**src/rtl/gnrl_bitstr_capture_pkg.sv**
```systemverilog
// Shared definitions for the bitstream capture engine: one-hot FSM encoding and default widths.
package gnrl_bitstr_capture_pkg;

   localparam int BUS_WIDTH_DFLT = 32;
   localparam int CNT_WIDTH_DFLT = 16;

   localparam int ST_IDLE_BIT = 0;
   localparam int ST_CAPT_BIT = 1;
   localparam int ST_DONE_BIT = 2;

   typedef enum logic [2:0] {
      ST_IDLE = 3'(1 << ST_IDLE_BIT),
      ST_CAPT = 3'(1 << ST_CAPT_BIT),
      ST_DONE = 3'(1 << ST_DONE_BIT)
   } cap_state_t;

endpackage

```
**src/rtl/gnrl_bitstr_capture.sv**
```systemverilog
// Bitstream capture: samples bitstr_in every DECIM+1 cycles after START, 2-edge pin-to-FIFO latency.
// A full FIFO drops the sample (sticky OVF) but the slot still counts, so capture time never stretches.
module gnrl_bitstr_capture
   import gnrl_bitstr_capture_pkg::*;
#(
   parameter int BUS_WIDTH = BUS_WIDTH_DFLT,
   parameter int CNT_WIDTH = CNT_WIDTH_DFLT
) (
   input  logic                 CLK,
   input  logic                 RST_N,
   input  logic                 START,
   input  logic                 STOP,
   input  logic [CNT_WIDTH-1:0] NSAMP,
   input  logic [CNT_WIDTH-1:0] DECIM,
   input  logic [BUS_WIDTH-1:0] bitstr_in,
   input  logic                 fifo_full,
   output logic [BUS_WIDTH-1:0] fifo_wr_data,
   output logic                 fifo_wr_en,
   output logic                 BUSY,
   output logic                 DONE,
   output logic                 OVF,
   output logic [CNT_WIDTH-1:0] wr_cnt
);

   cap_state_t           state;
   logic [BUS_WIDTH-1:0] in_reg;
   logic [CNT_WIDTH-1:0] nsamp_q;
   logic [CNT_WIDTH-1:0] decim_q;
   logic [CNT_WIDTH-1:0] scnt;
   logic [CNT_WIDTH-1:0] dcnt;
   logic                 strobe;
   logic                 last_slot;

   assign strobe    = (dcnt == '0);
   assign last_slot = (scnt == nsamp_q - CNT_WIDTH'(1));

   // One-hot state bits are the status outputs directly.
   assign BUSY = state[ST_CAPT_BIT];
   assign DONE = state[ST_DONE_BIT];

   always_ff @(posedge CLK or negedge RST_N) begin
      if (!RST_N) begin
         state        <= ST_IDLE;
         in_reg       <= '0;
         nsamp_q      <= '0;
         decim_q      <= '0;
         scnt         <= '0;
         dcnt         <= '0;
         fifo_wr_data <= '0;
         fifo_wr_en   <= 1'b0;
         OVF          <= 1'b0;
         wr_cnt       <= '0;
      end else begin
         in_reg     <= bitstr_in;
         fifo_wr_en <= 1'b0;
         case (state)
            ST_IDLE: begin
               if (START) begin
                  nsamp_q <= NSAMP;
                  decim_q <= DECIM;
                  scnt    <= '0;
                  dcnt    <= '0;
                  wr_cnt  <= '0;
                  OVF     <= 1'b0;
                  state   <= (NSAMP == '0) ? ST_DONE : ST_CAPT;
               end
            end
            ST_CAPT: begin
               // STOP pre-empts a coincident strobe: no write is issued that cycle.
               if (STOP) begin
                  state <= ST_DONE;
               end else if (strobe) begin
                  dcnt <= decim_q;
                  if (fifo_full) begin
                     OVF <= 1'b1;
                  end else begin
                     fifo_wr_data <= in_reg;
                     fifo_wr_en   <= 1'b1;
                     wr_cnt       <= wr_cnt + CNT_WIDTH'(1);
                  end
                  if (last_slot) begin
                     state <= ST_DONE;
                  end else begin
                     scnt <= scnt + CNT_WIDTH'(1);
                  end
               end else begin
                  dcnt <= dcnt - CNT_WIDTH'(1);
               end
            end
            ST_DONE: begin
               if (!START) begin
                  state <= ST_IDLE;
               end
            end
            default: begin
               state <= ST_IDLE;
            end
         endcase
      end
   end

endmodule

```
**config.mk**
```make
export PLATFORM = sky130hd
export DESIGN_NAME = gnrl_bitstr_capture
export DESIGN_NICKNAME = d
export VERILOG_FILES = /design/src/rtl/gnrl_bitstr_capture_pkg.sv /design/src/rtl/gnrl_bitstr_capture.sv
export SDC_FILE = /design/constraint.sdc
export NUM_CORES = 1
export LEC_CHECK = 0
export CORE_ASPECT_RATIO = 1.25
export CORE_UTILIZATION = 40
export CTS_CLUSTER_DIAMETER = 30
export DETAILED_ROUTE_END_ITERATION = 12
export HOLD_SLACK_MARGIN = 0.02
export SKIP_LAST_GASP = 1
export SLEW_MARGIN = 20
export SYNTH_ARGS = -nofsm -noshare
export SYNTH_HDL_FRONTEND = slang
export SYNTH_SLANG_ARGS = --single-unit
```
**constraint.sdc**
```tcl
create_clock -name CLK -period 7.35 [get_ports CLK]
set_clock_uncertainty 0.05 [all_clocks]
set_input_delay 1.47 -clock CLK [delete_from_list [all_inputs] [get_ports CLK]]
set_output_delay 1.47 -clock CLK [all_outputs]
set_load 0.02 [all_outputs]
```
## Word-level counts from Yosys, hierarchy flattened

Cells that the tools add are included.

- Register bits: 149
- Latch bits: 0
- RAM bits: 0
- Bits in read-only memories: 0
- Input bits: 69
- Output and inout bits: 52
- Word-level logic and storage cells: 67
- Memories kept: 0

- Add/sub/neg operators: 4
- $mul: 0
- Divide/modulo/power cells: 0
- Order comparisons: 0
- Equal/unequal tests: 13
- Shift-type cells: 0
- Muxes and demuxes: 28
- Bitwise operators: 2
- Reduce and logical (&&, ||, !) cells: 10

Operator list:

| cell | number |
|---|---|
| $mux 16 | 9 |
| $pmux 16 s2 | 3 |
| $add 16x1->16 const B | 2 |
| $logic_not 16->1 | 2 |
| $sub 16x1->16 const B | 2 |
| $mux 3 | 6 |
| $eq 16x16->1 | 1 |
| $reduce_and 5->1 | 3 |
| $ne 2x2->1 const B | 7 |
| $pmux 3 s3 | 1 |
| $mux 1 | 8 |
| $reduce_and 4->1 | 2 |
| $ne 3x3->1 const B | 2 |
| $eq 3x1->1 const B | 1 |
| $eq 3x2->1 const B | 1 |
| $eq 3x3->1 const B | 1 |
| $reduce_and 3->1 | 1 |
| $not 1->1 | 2 |
| $pmux 1 s2 | 1 |
| $reduce_and 2->1 | 1 |
| $reduce_bool 2->1 | 1 |

## Logic depth before layout (Yosys ltp)

- Depth in word-level cells: 6
- Mapped depth: 11
- Depth with buffers taken out: 9

## Worst setup path before layout

No wires, ideal clock.

- Path kind: input port to flip-flop
- Start point: in START
- End point: reg scnt[0]
- Setup time: 83 ps
- Data arrival time: 3214 ps
- Data required time: 7217 ps
- Slack: 4004 ps
- Stages: 8
- Buffers on the path: 2
- Cells stage by stage: nor2b_1 > a21oi_1 > or2_2 > clkbuf_1 > nand2b_1 > clkbuf_1 > or4b_2 > o21ai_0

- Word-level cells in the longest chain between the ends: 2

RTL lines:

| what | line | text |
|---|---|---|
| start, declared | gnrl_bitstr_capture.sv:11 | `input logic START,` |
| $ne 2x2->1 (no line) | n/a |  |
| $reduce_and 5->1 (no line) | n/a |  |
| end signal, assigned | gnrl_bitstr_capture.sv:84 | `scnt <= scnt + CNT_WIDTH'(1);` |
| end, declared | gnrl_bitstr_capture.sv:29 | `logic [CNT_WIDTH-1:0] scnt;` |

No other way between the ends.
A chain may end at the register's enable or synchronous reset.

## Final worst setup path

Ends and elaborated chain as after synthesis.

==> run metrics <==
total negative setup slack 0 ns; Routed WL 15,800 um; Starting Density 41.4%; I/O pins 121; Residual DRC 0; pwr dens 383 mW/mm^2; Critical-path top delay cell or4b_2; Maximum Capacitance Violations 0; Final Cycle Share 51.6%; vias in the first global route 5,472; Slew Viols, Final 0; count of flip-flops with a built-in enable after synthesis 0; TritonCTS clock tree done; outcome finished, final reports clean; layout cells sized above 1 10.8%; largest net degree at the start of global routing 78; clock slew at reported path FFs 0.07 ns; IO Port Bufs 120; GR Overflow Total 0; Vias 5,337; sequential share of the synthesized area 54.9%; Yosys top cell area share 54.5%; gp weighted congestion 0.877; Syn Area/Cell 10.1 um^2; hold slack 0.428 ns; Hold/Removal Path Class flop to flop; hold-fix buffers at CTS 0; critical path cell sequence clkdlybuf4s50_1 > nor2b_1 > a21oi_1 > or2_2 > nand2b_1 > or4b_2 > o21ai_0; H-tree levels 4; number of core rows 52; cells after synthesis 670; crit path DAT 4.09 ns; die area 0.0175 mm^2; Lkg Pwr 3.81 nW; synthesized area 0.00679 mm^2; Syn Nets 744; dominant cell type by area after synthesis dfrtp_1; average wire per standard cell 15.6 um; library cells used by synthesis 56; f_max 264 MHz; post-CTS setup buffer count 0; Top FF cell, synth dfrtp_1; Slew HR 30.8%; Worst Path Required 7.64 ns; critical path class input port to flop; die height 148 um; cts bufs inserted 17; crit end category flop; most frequent cells in the layout 148 x dfrtp_1, 121 x nand2_1, 119 x clkdlybuf4s50_1, 45 x o21ai_0, 41 x a21oi_1; CTS Root Cell clkbuf_16; synthesis-to-finish area growth 29.7%; startpoint types input port; CTS Sinks 149; largest cells by area after synthesis dfrtp_1 55%, nand2_1 6.7%, mux2_2 5.3%, o21ai_0 3.3%, a21oi_1 3.0%; crit path max fanout 22; Worst IR Drop VDD 0.000186 V; final setup vio count 0; clock insertion delay at the later pin of the skew report 0.42 ns; Largest stage delay, worst path 0.73 ns; GRT Total Usage 19.0%; DR pass1 iterations 4; hpwl dp 10,700 um; Final Core Density 53.7%; drt via density 5.28; R2R cell count 6; RSZ-0062 raised after global routing false; worst slew pin tran 1.04 ns; Syn. warnings 0; Core ar. 0.0164 mm^2; commonest non-fill, non-tap cell in the layout dfrtp_1; n_diodes 0; final hold violations 0; antenna violations before repair 0; cts repair resizes 0; Detail Route Antenna Nets 0; Yosys reg bits 149; Bufs on Longest Clock Path 2; Die X-Extent 119 um; Async SR Flop Fraction 100%; fin crit period 3.79 ns; first-pass GRT wire length 26,400 um; Final nets 855; hold depth 2; DRT iter0 DRCs 318
stage by stage:
stage	total power [mW]	instances	area, um^2	setup WS, ns
global route	3.62	1010	8800	3.31
floorplan	2.10	670	6790	4.00
global placement	2.46	976	8160	3.12
finish	3.37	1010	8800	3.56
detailed placement	2.49	977	8170	3.11
CTS	3.40	1009	8780	3.56
Yosys cell counts, types with 2 or more instances:
cell type,count
nand3b_1,2
o21ai_0,45
nor4_1,13
o21ai_1,2
nor2_1,39
nor4_4,2
xnor2_1,15
nor2b_1,5
and3_1,12
clkbuf_1,23
nand2_1,121
a31oi_1,3
o311ai_0,2
ha_1,5
buf_6,2
or4_1,13
nor3b_1,6
nand3_1,14
nand4_1,17
a21oi_1,41
mux2_2,32
o31ai_1,9
or3_1,12
buf_2,8
nor4_2,3
and2_1,3
nor3_1,17
dfrtp_1,148
mux2i_1,3
nand2b_1,4
xor2_1,15
inv_1,10
power breakdown:
part	leakage [nW]	total, mW	internal (mW)	switching (mW)
Combinational	1.59	1.31	0.524	0.783
Sequential	1.93	1.18	1.00	0.174
Clock	0.296	0.888	0.490	0.398
Total	3.81	3.37	2.02	1.36
kinds of logic after synthesis:
logic type               share of synthesized area, %
adder cells (fa/ha/maj)                         0.921
XOR/XNOR                                         3.87
multiplexers                                     5.75
buffers and inverters                            2.91
AND/OR/NAND/NOR                                  21.9
flip-flops                                       54.9
AO/OA/AOI/OAI                                    9.69
metal layers:
metal | track usage [%] | wire, um | vias to the layer above
met3 | 5.59 | 871 | 21
met1 | 22.3 | 6640 | 2597
met5 | 0 | 0 | -
met2 | 32.0 | 7920 | 131
li1 | - | - | 2588
met4 | 8.48 | 368 | 0
worst max-delay path, delay by kind of cell:
family	cells	cell delay [ns]
AO/OA/AOI/OAI	2	0.19
buffers and inverters	1	0.48
AND/OR/NAND/NOR	4	1.94
layout make-up:
type	count	area [um^2]
sequential	149	3730
fill	1515	7590
clock inverter	15	181
multi-input combinational	476	2880
timing repair buffer	127	1280
inverter	10	37.5
tap	216	270
clock buffer	17	425
final timing paths:
| check | startpoint | slack [ns] | endpoint |
|---|---|---|---|
| setup / recovery | START | 3.56 | scnt[0] |
| max in group asynchronous | RST_N | 5.12 | decim_q[6] |
| hold reg to reg | decim_q[4] | 0.43 | decim_q[4] |
| min in group asynchronous | RST_N | 0.99 | wr_cnt[13] |
| setup reg to reg | dcnt[6] | 4.01 | scnt[0] |
| hold / removal | decim_q[4] | 0.43 | decim_q[4] |
(Power assumes the default switching activity.)
